--- config.mk ---
export PLATFORM = sky130hd
export DESIGN_NAME = divide_restoring_param
export DESIGN_NICKNAME = d
export VERILOG_FILES = /design/src/rtl/div_pkg.sv /design/src/rtl/div_restoring_step.sv /design/src/rtl/divide_restoring_param.sv
export SDC_FILE = /design/constraint.sdc
export NUM_CORES = 1
export LEC_CHECK = 0
export ABC_AREA = 1
export BUFFER_PORTS_ARGS = -buffer_cell sky130_fd_sc_hd__buf_2
export CORE_ASPECT_RATIO = 1.4
export CORE_MARGIN = 5
export CORE_UTILIZATION = 46
export DETAILED_ROUTE_END_ITERATION = 10
export PLACE_DENSITY = 0.66
export SLEW_MARGIN = 10
export SYNTH_ARGS = -nofsm -noshare
export SYNTH_HDL_FRONTEND = slang
export SYNTH_SLANG_ARGS = --single-unit
--- constraint.sdc ---
create_clock -name clock -period 2.2 [get_ports clock]
set_clock_uncertainty 0.05 [all_clocks]
set_input_delay 0.11 -clock clock [delete_from_list [all_inputs] [get_ports clock]]
set_output_delay 0.11 -clock clock [all_outputs]
set_load 0.1 [all_outputs]
--- src/rtl/div_pkg.sv ---
// Shared types and constants for the parametrised restoring divider.
package div_pkg;

  typedef enum logic [1:0] {
    IDLE = 2'd0,
    RUN  = 2'd1,
    FIX  = 2'd2,
    DONE = 2'd3
  } state_e;

  // Divide-by-zero result: quotient is all ones; the remainder is the low
  // DIVISOR_WIDTH bits of the raw dividend as presented with start.
  localparam logic DBZ_QUOTIENT_FILL = 1'b1;

endpackage

--- src/rtl/div_restoring_step.sv ---
// One restoring-division iteration: shift in a dividend bit, trial-subtract.
module div_restoring_step #(
  parameter int M = 16
) (
  input  logic [M:0]   rem_i,
  input  logic         bit_i,
  input  logic [M-1:0] divisor_i,
  output logic [M:0]   rem_o,
  output logic         q_o
);

  logic [M:0]   shifted;
  logic [M+1:0] diff;

  always_comb begin
    shifted = {rem_i[M-1:0], bit_i};
    diff    = {1'b0, shifted} - {2'b00, divisor_i};
    // A set top bit in the incoming remainder means the true shifted value
    // exceeds any M-bit divisor, so the subtraction cannot go negative.
    q_o     = rem_i[M] | ~diff[M+1];
    rem_o   = q_o ? diff[M:0] : shifted;
  end

endmodule

--- src/rtl/divide_restoring_param.sv ---
// Iterative restoring divider: one quotient bit per clock, signed/unsigned per op.
module divide_restoring_param
  import div_pkg::*;
#(
  parameter int DIVIDEND_WIDTH = 32,
  parameter int DIVISOR_WIDTH  = 16,
  parameter int COUNT_WIDTH    = $clog2(DIVIDEND_WIDTH)
) (
  input  logic                      clock,
  input  logic                      reset,
  input  logic                      start,
  input  logic                      signed_mode,
  input  logic [DIVIDEND_WIDTH-1:0] dividend,
  input  logic [DIVISOR_WIDTH-1:0]  divisor,
  output logic [DIVIDEND_WIDTH-1:0] quotient,
  output logic [DIVISOR_WIDTH-1:0]  remainder,
  output logic                      div_by_zero,
  output logic                      busy,
  output logic                      ready,
  output logic [COUNT_WIDTH-1:0]    count,
  output state_e                    state_dbg
);

  localparam int N = DIVIDEND_WIDTH;
  localparam int M = DIVISOR_WIDTH;
  localparam logic [COUNT_WIDTH-1:0] LAST_ITER = COUNT_WIDTH'(N - 1);

  // Handshake: start is accepted on a rising edge only while busy=0 (IDLE or
  // DONE); the accept edge drops ready and raises busy. ready rises with the
  // result and stays high, with results stable, until the next accept.

  state_e                 state_q, state_d;
  logic [N-1:0]           dvd_q, dvd_d;
  logic [M-1:0]           dvs_q, dvs_d;
  logic [M:0]             rem_q, rem_d;
  logic [COUNT_WIDTH-1:0] count_q, count_d;
  logic                   neg_quo_q, neg_quo_d;
  logic                   neg_rem_q, neg_rem_d;
  logic                   dbz_pend_q, dbz_pend_d;
  logic [N-1:0]           quotient_q, quotient_d;
  logic [M-1:0]           remainder_q, remainder_d;
  logic                   dbz_q, dbz_d;
  logic                   busy_q, busy_d;
  logic                   ready_q, ready_d;

  logic [M:0]   step_rem;
  logic         step_bit;
  logic         dvd_neg;
  logic         dvs_neg;
  logic [N-1:0] dvd_mag;
  logic [M-1:0] dvs_mag;

  div_restoring_step #(.M(M)) u_step (
    .rem_i     (rem_q),
    .bit_i     (dvd_q[N-1]),
    .divisor_i (dvs_q),
    .rem_o     (step_rem),
    .q_o       (step_bit)
  );

  always_comb begin
    dvd_neg = signed_mode & dividend[N-1];
    dvs_neg = signed_mode & divisor[M-1];
    dvd_mag = dvd_neg ? -dividend : dividend;
    dvs_mag = dvs_neg ? -divisor : divisor;
  end

  always_comb begin
    state_d     = state_q;
    dvd_d       = dvd_q;
    dvs_d       = dvs_q;
    rem_d       = rem_q;
    count_d     = count_q;
    neg_quo_d   = neg_quo_q;
    neg_rem_d   = neg_rem_q;
    dbz_pend_d  = dbz_pend_q;
    quotient_d  = quotient_q;
    remainder_d = remainder_q;
    dbz_d       = dbz_q;
    busy_d      = busy_q;
    ready_d     = ready_q;

    case (state_q)
      IDLE, DONE: begin
        if (start && !busy_q) begin
          busy_d    = 1'b1;
          ready_d   = 1'b0;
          count_d   = '0;
          rem_d     = '0;
          dvs_d     = dvs_mag;
          neg_quo_d = dvd_neg ^ dvs_neg;
          neg_rem_d = dvd_neg;
          // A zero divisor bypasses the iterations; the raw dividend is kept
          // so its low bits can be returned as the remainder.
          if (divisor == '0) begin
            dbz_pend_d = 1'b1;
            dvd_d      = dividend;
            state_d    = FIX;
          end else begin
            dbz_pend_d = 1'b0;
            dvd_d      = dvd_mag;
            state_d    = RUN;
          end
        end
      end
      RUN: begin
        rem_d = step_rem;
        dvd_d = {dvd_q[N-2:0], step_bit};
        if (count_q == LAST_ITER) begin
          count_d = '0;
          state_d = FIX;
        end else begin
          count_d = count_q + 1'b1;
        end
      end
      FIX: begin
        if (dbz_pend_q) begin
          quotient_d  = {N{DBZ_QUOTIENT_FILL}};
          remainder_d = dvd_q[M-1:0];
          dbz_d       = 1'b1;
        end else begin
          quotient_d  = neg_quo_q ? -dvd_q : dvd_q;
          remainder_d = neg_rem_q ? -rem_q[M-1:0] : rem_q[M-1:0];
          dbz_d       = 1'b0;
        end
        busy_d  = 1'b0;
        ready_d = 1'b1;
        state_d = DONE;
      end
      default: state_d = IDLE;
    endcase
  end

  always_ff @(posedge clock) begin
    if (reset) begin
      state_q     <= IDLE;
      dvd_q       <= '0;
      dvs_q       <= '0;
      rem_q       <= '0;
      count_q     <= '0;
      neg_quo_q   <= 1'b0;
      neg_rem_q   <= 1'b0;
      dbz_pend_q  <= 1'b0;
      quotient_q  <= '0;
      remainder_q <= '0;
      dbz_q       <= 1'b0;
      busy_q      <= 1'b0;
      ready_q     <= 1'b0;
    end else begin
      state_q     <= state_d;
      dvd_q       <= dvd_d;
      dvs_q       <= dvs_d;
      rem_q       <= rem_d;
      count_q     <= count_d;
      neg_quo_q   <= neg_quo_d;
      neg_rem_q   <= neg_rem_d;
      dbz_pend_q  <= dbz_pend_d;
      quotient_q  <= quotient_d;
      remainder_q <= remainder_d;
      dbz_q       <= dbz_d;
      busy_q      <= busy_d;
      ready_q     <= ready_d;
    end
  end

  assign quotient    = quotient_q;
  assign remainder   = remainder_q;
  assign div_by_zero = dbz_q;
  assign busy        = busy_q;
  assign ready       = ready_q;
  assign count       = count_q;
  assign state_dbg   = state_q;

endmodule

==> impl_metrics.toml, run 1 <==
[yosys]
synth_area_leaders = "dfxtp_1 28%, nand2_1 17%, nand3_1 10%"
ys_warn_count = 0
synth_area_um2 = 9050
ys_ff_latch = 126
syn-num-nets = 1584
synth_edf_count = 0
synth_top_cell_by_area = "dfxtp_1"
synth_top_flop_cell = "dfxtp_1"
synth-seq-area-share_pct = 27.87
syn_inst = 1507
ys_types = 40
synth_area_per_cell_um2 = 6.005
postSynth.asyncResetShare_pct = 0
synth_top_area_share_pct = 27.87

[final_layout]
fillers = 2026
diodes = 0
areaGrowthSynthToFinish_pct = 17.95
fin_util_pct = 55.32
drive_gt1_share_pct = 15.45
final_nets = 1702

[power_and_ir_drop]
vdd_ir_drop_max_v = 0.0008946
seqPwrFrac_pct = 20.7
power.internal_mw = 7.894
swShare_pct = 56.39
total_power_mw = 18.10
clkPwrFrac_pct = 15.3
power_density_nw_per_um2 = 1696
p_comb_share_pct = 64.0
leakage_nw = 5.186
switchingPower_mw = 10.21

[clock_network]
h-tree-depth = 4
root_buffer = "clkbuf_16"
cts_setup_buffers = 0
clock-sinks = 126
cts_tree = "built"
clk_pin_slew_ps = 60
cts_made_buffers = 17
clk_path_buf_depth = 2
clkLatencyLatePin_ps = 430

[placed_design]
dp_slack_ps = 133.7
hpwlAfterDp_mm = 24.15
place.port_buffers = 109
globalplace.congestion = 0.9570

[setup_path]
path_max_fanout = 7
worstPathRequired_ps = 2470
start_kind = "flop"
critPathKind = "reg2reg"
cp.arrival_ps = 2320
end_kind = "flop"

[routing]
wirelength_mm = 31.54
first_pass_iters = 5
dr.first_iter.drc_count = 852
postRouteAntennaNets = 0
post-route-drc-count = 0
wire_per_inst_um = 16.72
dr_total_vias = 10256
viasPerCell = 5.438

[grt]
antenna_found_initial = 0
gr-usage-all-layers_pct = 27.83
first_global_vias = 9969
grt_max_degree = 83
grt_pass1_wl_mm = 49.92
grt-ovfl-total = 0

[die]
core_um2 = 19290
initial_core_util_pct = 46.91
die_h_um = 176.0
die_area_um2 = 22620
io_pins = 110
std_cell_rows = 60
die_w_um = 128.5

[timing]
setup-tns-final_ps = 0
worst_pin_slew_ps = 723.8
min_period_over_period_pct = 93.41
max_freq_mhz = 486.6
fin_crit_ps = 2055
hold_viol = 0
setup_slack_ps = 144.9
maxSlewViolCount = 0
rsz0062_at_grt = "false"
finalSetupViolCount = 0
relSlewSlack_pct = 51.68

[min_path]
min_path_type = "in2reg"

[run]
cap_viol_max_count = 0

[run_status]
status = "complete, no violations"
[critical path, cell delays in order (launching register included)]
cell	delay [ps]
dfxtp_2	370
inv_1	50
ha_1	300
inv_2	60
nor3_4	180
inv_2	110
a21oi_1	170
a221oi_2	70
dlygate4sd3_1	570
[metal layers]
| layer | vias up | global-route usage, % | routed length [um] |
|---|---|---|---|
| met3 | 101 | 4.207 | 1190 |
| met4 | 0 | 16.94 | 1953 |
| li1 | 5142 | - | - |
| met2 | 300 | 52.65 | 16730 |
| met5 | - | 0 | 0 |
| met1 | 4713 | 28.02 | 11670 |
[Yosys cell counts (all sizes together) (22+ instances only)]
cell type  number
nand2         405
inv           207
nand3         190
nor2          155
a21oi         126
dfxtp         126
o21ai          87
clkbuf         35
buf            28
a31oi          26
nand4          25
ha             24
nor3           22
[per-stage QoR]
step	std cells	area, um2	hold WS, ps
global placement	1844	9963	375.3
detailed placement	1844	9963	399.6
finish	1886	10670	17.22
CTS	1886	10630	13.00
floorplan	1507	9055	232.6
global route	1886	10670	54.53
[cell type report]
cell class / instances / area (um2) / share of cell area, %
multi-input combinational: 1110 / 5483 / 51.37
sequential: 126 / 2527 / 23.68
timing repair buffer: 162 / 999.7 / 9.366
inverter: 208 / 783.3 / 7.338
clock buffer: 17 / 425.4 / 3.985
tap: 248 / 310.3 / 2.907
clock inverter: 15 / 145.1 / 1.360
[final timing paths]
| check | depth (start not counted) | from | slack [ps] | to |
|---|---|---|---|---|
| worst min register to register | 2 | div_by_zero | 410 | div_by_zero |
| worst max register to register | 8 | state_dbg[0] | 140 | dvs_q[15] |
| worst max-delay path | 8 | state_dbg[0] | 140 | dvs_q[15] |
| worst min-delay path | 5 | divisor[6] | 20 | dvs_q[6] |
[logic make-up (layout without fill, tap and decap cells)]
kind of cell / count (synthesis) / after routing / share of synthesized area, %
AO/OA/AOI/OAI: 255 / 255 / 15.66
flip-flops: 126 / 126 / 27.87
XOR/XNOR: 18 / 18 / 1.742
AND/OR/NAND/NOR: 812 / 812 / 39.11
buffers and inverters: 271 / 402 / 12.07
adder cells (fa/ha/maj): 25 / 25 / 3.539
[cell usage in the layout, fill, tap and decap left out, drive strengths merged]
| master | n |
|---|---|
| nor3 | 22 |
| clkinvlp | 3 |
| nor4 | 4 |
| inv | 218 |
| o221ai | 5 |
| and2 | 2 |
| nand4 | 25 |
| or2 | 3 |
| dlymetal6s4s | 1 |
| dlygate4sd3 | 9 |
| fa | 1 |
| dfxtp | 126 |
| xnor2 | 7 |
| a221oi | 2 |
| o21ai | 87 |
| nor2 | 155 |
| o21bai | 1 |
| clkbuf | 17 |
| a21oi | 126 |
| nand3 | 190 |
| clkinv | 2 |
| nand3b | 6 |
| nand2 | 405 |
| buf | 152 |
| a31oi | 26 |
| ha | 24 |
| xor2 | 11 |
| o211ai | 8 |
[sequential cells by signal, indices dropped and copies added, names as in the netlist]
register / flops
state_dbg: 2
ready: 1
dvd_q: 32
dbz_pend_q: 1
dvs_q: 16
busy: 1
div_by_zero: 1
rem_q: 17
neg_rem_q: 1
neg_quo_q: 1
quotient: 32
count: 5
remainder: 16
[power by group through the flow]
stage	logic, mW	clock network, mW	registers (mW)
2_1_floorplan	6.95	0	5.30
3_3_place_gp	11.3	0	3.77
3_5_place_dp	11.4	0	3.77
4_1_cts	11.4	2.79	3.73
5_1_grt	12.7	2.91	3.83
6_report	11.6	2.76	3.75
[repair_timing]
action	4_1_cts	5_1_grt
endpoints found under the hold margin	8	0
resized for setup	0	12
endpoints found under the setup margin	0	13
hold buffers	10	0
Note: power is estimated with default switching activity, not from simulation.
==> run 2: changes to the inputs <==
--- a/config.mk
+++ b/config.mk
@@ -5,7 +5,6 @@
 export SDC_FILE = /design/constraint.sdc
 export NUM_CORES = 1
 export LEC_CHECK = 0
-export ABC_AREA = 1
 export BUFFER_PORTS_ARGS = -buffer_cell sky130_fd_sc_hd__buf_2
 export CORE_ASPECT_RATIO = 1.4
 export CORE_MARGIN = 5
==> run 2 against run 1 <==
  * The run now ends with setup timing left
  * Utilization grew 7.8 points
  * Non-clock buffer count grew 96
  * Combinational power shrank 16%
  * Flip-flop and latch count is the same
  * Critical endpoint is now rem_q[12]
  * Total power shrank 12%
==> impl_metrics.toml, run 2 <==
[die]
io_pins = 110
initial_core_util_pct = 46.30
die_area_um2 = 19440
core_um2 = 16610
die_w_um = 119.3
std_cell_rows = 56
die_h_um = 163.0

[run_status]
status = "finished, violations left"
violations = "setup timing"

[timing]
worst_pin_slew_ps = 806.9
fin_crit_ps = 2422
hold_ws_ps = 11.41
max_freq_mhz = 412.9
min_period_over_period_pct = 110.1
rsz0062_at_grt = "true"
setup-tns-final_ps = -2804
setup_slack_ps = -221.9
maxSlewViolCount = 0
relSlewSlack_pct = 46.15
hold_viol = 0
finalSetupViolCount = 28

[yosys]
ys_types = 59
synth_area_um2 = 7689
synth-seq-area-share_pct = 32.81
synth_area_per_cell_um2 = 8.009
postSynth.asyncResetShare_pct = 0
ys_top_cells_by_count = "126 x dfxtp_1, 105 x nor2_1, 82 x nand2_1, 74 x o21ai_0, 71 x xor2_1"
synth_most_common_cell = "dfxtp_1"
syn-num-nets = 1037
synth_top_cell_by_area = "dfxtp_1"
synth_top_area_share_pct = 32.81
ys_ff_latch = 126
syn_inst = 960
ys_warn_count = 0
synth_edf_count = 0
synth_area_leaders = "dfxtp_1 33%, xor2_1 8.1%, nor2_1 5.1%"
synth_top_flop_cell = "dfxtp_1"

[setup_path]
reg2reg_slack_ps = -220
r2r_start = "dvd_q[31]"
cp.arrival_ps = 2670
start_kind = "flop"
path_max_fanout = 2
worstPathRequired_ps = 2450
r2r-end = "rem_q[12]"
r2r_cells = 12
critPathKind = "reg2reg"
end_kind = "flop"

[min_path]
hold_path_end = "dvd_q[11]"
hp-start = "dividend[11]"
min_path_cells = 3
min_path_type = "in2reg"

[power_and_ir_drop]
swShare_pct = 47.78
power.internal_mw = 8.313
power_density_nw_per_um2 = 1517
vdd_ir_drop_max_v = 0.0007250
leakage_nw = 4.334
p_comb_share_pct = 61.1
switchingPower_mw = 7.606
seqPwrFrac_pct = 21.0
clkPwrFrac_pct = 17.9

[placed_design]
hpwlAfterDp_mm = 16.95
placed_cells = 1327
place.port_buffers = 109
globalplace.congestion = 0.9221

[clock_network]
cts_tree = "built"
root_buffer = "clkbuf_16"
clock-sinks = 126
clkLatencyLatePin_ps = 420
clk_path_buf_depth = 2
cts_made_buffers = 17
clk_pin_slew_ps = 60
h-tree-depth = 4

[grt]
grt_max_degree = 48
first_global_vias = 7494
grt-ovfl-total = 0
gr-usage-all-layers_pct = 23.40
use_met3_pct = 3.892
antenna_found_initial = 0
gr-usage-met1_pct = 26.80
grt_pass1_wl_mm = 36.87
grt_use_met2_pct = 43.48
top_usage_layer = "met2"

[final_layout]
fin_util_pct = 63.17
fillers = 1472
diodes = 0
final_cell_mix = "124 x buf_4, 113 x dfxtp_1, 108 x buf_2"
mostFrequentLayoutCell = "buf_4"
areaGrowthSynthToFinish_pct = 36.44
final_nets = 1253
drive_gt1_share_pct = 30.70
fin_cells = 1392

[routing]
postRouteAntennaNets = 0
viasPerCell = 5.578
wirelength_mm = 23.33
wire_per_inst_um = 16.76
first_pass_iters = 5
post-route-drc-count = 0
dr_total_vias = 7765
dr.first_iter.drc_count = 367

[run]
cap_viol_max_count = 0
## run 2: layer usage
layer	vias up	wire length, um
li1	3899	-
met1	3664	9522
met2	163	12440
met3	39	853
met4	0	512
met5	-	0
## run 2: through the flow
stage,instance area (um2),total power [mW],worst slack (ps)
2_1_floorplan,7939,9.954,-67.63
3_3_place_gp,9328,12.08,-267.5
3_5_place_dp,9328,12.13,-305.9
4_1_cts,10190,15.27,-187.4
5_1_grt,10490,16.83,-310.5
6_report,10490,15.92,-221.9
## run 2: worst max path at each step
stage / end / startpoint / slack, ps / cells past startpoint
2_1_floorplan: rem_q[12] / dvd_q[31] / -70 / 11
3_3_place_gp: dvd_q[31] / dividend[20] / -270 / 8
3_5_place_dp: dvd_q[31] / dividend[20] / -310 / 8
4_1_cts: rem_q[16] / dvd_q[31] / -190 / 11
5_1_grt: rem_q[12] / dvd_q[31] / -310 / 12
6_report: rem_q[12] / dvd_q[31] / -220 / 12
## run 2: cell type report
| class | instances | area (um2) | area share, % |
|---|---|---|---|
| Multi-Input combinational cell | 740 | 5177 | 49.36 |
| Sequential cell | 126 | 2549 | 24.30 |
| Timing Repair Buffer | 258 | 1778 | 16.95 |
| Clock buffer | 22 | 495.5 | 4.723 |
| Tap cell | 203 | 254.0 | 2.421 |
| Inverter | 33 | 126.4 | 1.205 |
| Clock inverter | 10 | 110.1 | 1.050 |
## run 2: cells by family after synthesis
| kind of cell | synth area share, % |
|---|---|
| AOI/OAI and AO/OA | 23.63 |
| xor gates and xnor gates | 10.82 |
| buffers and inverters | 4.784 |
| muxes | 3.906 |
| adders and majority gates | 4.166 |
| and+or+nand+nor | 19.89 |
| DFF | 32.81 |
## run 2: power groups by stage
stage	clock, mW	sequential (mW)	combinational, mW
floorplan	0	5.04	4.91
global placement	0	3.36	8.72
detailed placement	0	3.37	8.76
CTS	2.89	3.33	9.05
global route	3.02	3.41	10.4
finish	2.85	3.34	9.73
## run 2: worst max-delay path: stages, from the launching register on
cell	delay, ps
dfxtp_2	320
inv_2	70
ha_4	130
inv_2	30
fa_2	340
a21o_1	190
a221o_1	340
o2111ai_2	240
buf_4	160
a21oi_2	50
o211a_1	210
a21oi_1	110
o21ai_1	60
## run 2: repair_timing
action,CTS,global route
pin swaps,10,30
setup buffers,6,10
endpoints found under the setup margin,29,64
hold endpoints to repair,18,0
gates cloned,0,1
resized for setup,22,54
hold buffers,17,0
==> run 3: changes to the inputs <==
--- a/config.mk
+++ b/config.mk
@@ -9,8 +9,11 @@
 export CORE_ASPECT_RATIO = 1.4
 export CORE_MARGIN = 5
 export CORE_UTILIZATION = 46
+export CTS_BUF_LIST = sky130_fd_sc_hd__clkbuf_4 sky130_fd_sc_hd__clkbuf_8 sky130_fd_sc_hd__clkbuf_16
 export DETAILED_ROUTE_END_ITERATION = 10
 export PLACE_DENSITY = 0.66
+export RECOVER_POWER = 25
+export SKIP_LAST_GASP = 1
 export SLEW_MARGIN = 10
 export SYNTH_ARGS = -nofsm -noshare
 export SYNTH_HDL_FRONTEND = slang
==> run 3 against run 2 <==
  * The run still ends with setup timing left
  * Via count increased by 0.14%
  * Non-clock buffer count unchanged
  * Setup slack improved by 11 ps
  * Clock-buffer cell count is the same
  * Largest power group unchanged
  * Highest routed layer unchanged
==> impl_metrics.toml, run 3 (same netlist as run 2, synthesis figures left out) <==
[setup_path]
worst-path-buf-inv = 3
cp_num_cells = 12
cp.arrival_ps = 2670
setup.worst_path.start = "dvd_q[31]"
critPathKind = "reg2reg"
crit_end = "rem_q[12]"
path_cells = "inv_2 > ha_4 > inv_2 > fa_2 > a21o_1 > a221o_1 > o2111ai_2 > buf_4 > a21oi_1 > o211a_1 > a21oi_1 > o21ai_1"
worst_path_dominant_cell_family = "compound AO/OA/AOI/OAI gates"
r2r-end = "rem_q[12]"
path_max_fanout = 2
reg2reg_slack_ps = -210
cpPeakStageDelay_ps = 350
r2r_start = "dvd_q[31]"
slowest_stage = "a221o_1"
r2r_cells = 12
worstPathRequired_ps = 2460
start_kind = "flop"
end_kind = "flop"

[timing]
setup_slack_ps = -211.2
hold_viol = 0
rsz0062_at_grt = "true"
min_period_over_period_pct = 109.6
fin_crit_ps = 2411
maxSlewViolCount = 0
finalSetupViolCount = 22
max_freq_mhz = 414.7
setup-tns-final_ps = -2076
worst_pin_slew_ps = 1192
relSlewSlack_pct = 20.89

[clock_network]
cts_tree = "built"
cts_made_buffers = 17
h-tree-depth = 4
clk_path_buf_depth = 2
clkLatencyLatePin_ps = 420
root_buffer = "clkbuf_16"
clock-sinks = 126
clk_pin_slew_ps = 60

[grt]
grt_max_degree = 48
grt-ovfl-total = 0
first_global_vias = 7506
antenna_found_initial = 0
grt_pass1_wl_mm = 36.95
gr-usage-all-layers_pct = 23.50

[final_layout]
final_nets = 1253
mostFrequentLayoutCell = "buf_4"
areaGrowthSynthToFinish_pct = 35.72
fin_util_pct = 62.84
fin_cells = 1392
final_cell_mix = "125 x buf_4, 114 x dfxtp_1, 103 x nor2_1"
diodes = 0
drive_gt1_share_pct = 27.25

[placed_design]
hpwlAfterDp_mm = 16.95
place.port_buffers = 109
globalplace.congestion = 0.9221
dp_slack_ps = -305.9
placed_cells = 1327

[die]
die_h_um = 163.0
die_area_um2 = 19440
core_um2 = 16610
std_cell_rows = 56
die_w_um = 119.3
io_pins = 110
initial_core_util_pct = 46.30

[run_status]
violations = "setup timing"
status = "finished, violations left"

[power_and_ir_drop]
leakage_nw = 4.203
vdd_ir_drop_max_v = 0.0007417
total_power_mw = 15.83
power_density_nw_per_um2 = 1517

[routing]
wirelength_mm = 23.39
post-route-drc-count = 0
dr.first_iter.drc_count = 358
postRouteAntennaNets = 0
first_pass_iters = 5
wire_per_inst_um = 16.80
viasPerCell = 5.586
dr_total_vias = 7776

[min_path]
min_path_type = "in2reg"

[run]
cap_viol_max_count = 0
-- run 3: cell types whose count changed in the layout (fill, tap and decap cells not counted), moves of 2 or more --
cell and delta:
o21ai_0 +8, a21oi_1 +2, o21ai_1 -5, o21ai_2 -3, clkbuf_1 +35, a21oi_2 -2, buf_2 -36
-- run 3: layout make-up --
class / count / area (um2)
Timing Repair Buffer: 258 / 1729
Sequential cell: 126 / 2545
Fill cell: 1484 / 6171
Multi-Input combinational cell: 740 / 5171
Clock buffer: 22 / 499.2
Tap cell: 203 / 254.0
Inverter: 33 / 126.4
Clock inverter: 10 / 110.1
-- run 3: power breakdown --
part           internal, mW  switching, mW  total, mW  leakage [nW]
clock                  1.83           1.03       2.86         0.304
combinational          3.55           6.08       9.62          2.87
sequential             2.87          0.478       3.34          1.03
total                  8.24           7.59       15.8          4.20
-- run 3: worst min-delay path by stage --
stage	startpoint	endpoint	cells past startpoint
finish	dividend[11]	dvd_q[11]	3
global route	dividend[10]	dvd_q[10]	3
CTS	signed_mode	neg_rem_q	3
detailed placement	divisor[4]	dvs_q[4]	3
global placement	divisor[4]	dvs_q[4]	3
floorplan	divisor[0]	dvs_q[0]	2
-- run 3: worst min-delay path, delay by kind of cell --
family                 cells  cell delay, ps
XOR/XNOR                   1             130
buffers and inverters      1             120
AO/OA/AOI/OAI              1              70
-- run 3: timing repair --
item / CTS / global route
cloned: 0 / 1
endpoints found under the hold margin: 18 / 0
resized for setup: 12 / 51
hold buffers: 17 / 0
setup endpoints to repair: 29 / 64
pin swaps: 10 / 20
setup buffers: 6 / 10
-- run 3: through the flow --
step | cell area (um2) | hold slack (ps)
floorplan | 7939 | 196.0
global placement | 9328 | 377.2
detailed placement | 9328 | 383.7
CTS | 10180 | 0.2119
global route | 10440 | 19.24
finish | 10440 | 5.393
-- run 3: routing by layer --
metal	vias to the layer above	routed length (um)	global-route usage, %
met3	33	683	3.996
met4	0	492	8.329
li1	3902	-	-
met2	152	12470	43.68
met1	3689	9740	26.84
met5	-	0	0
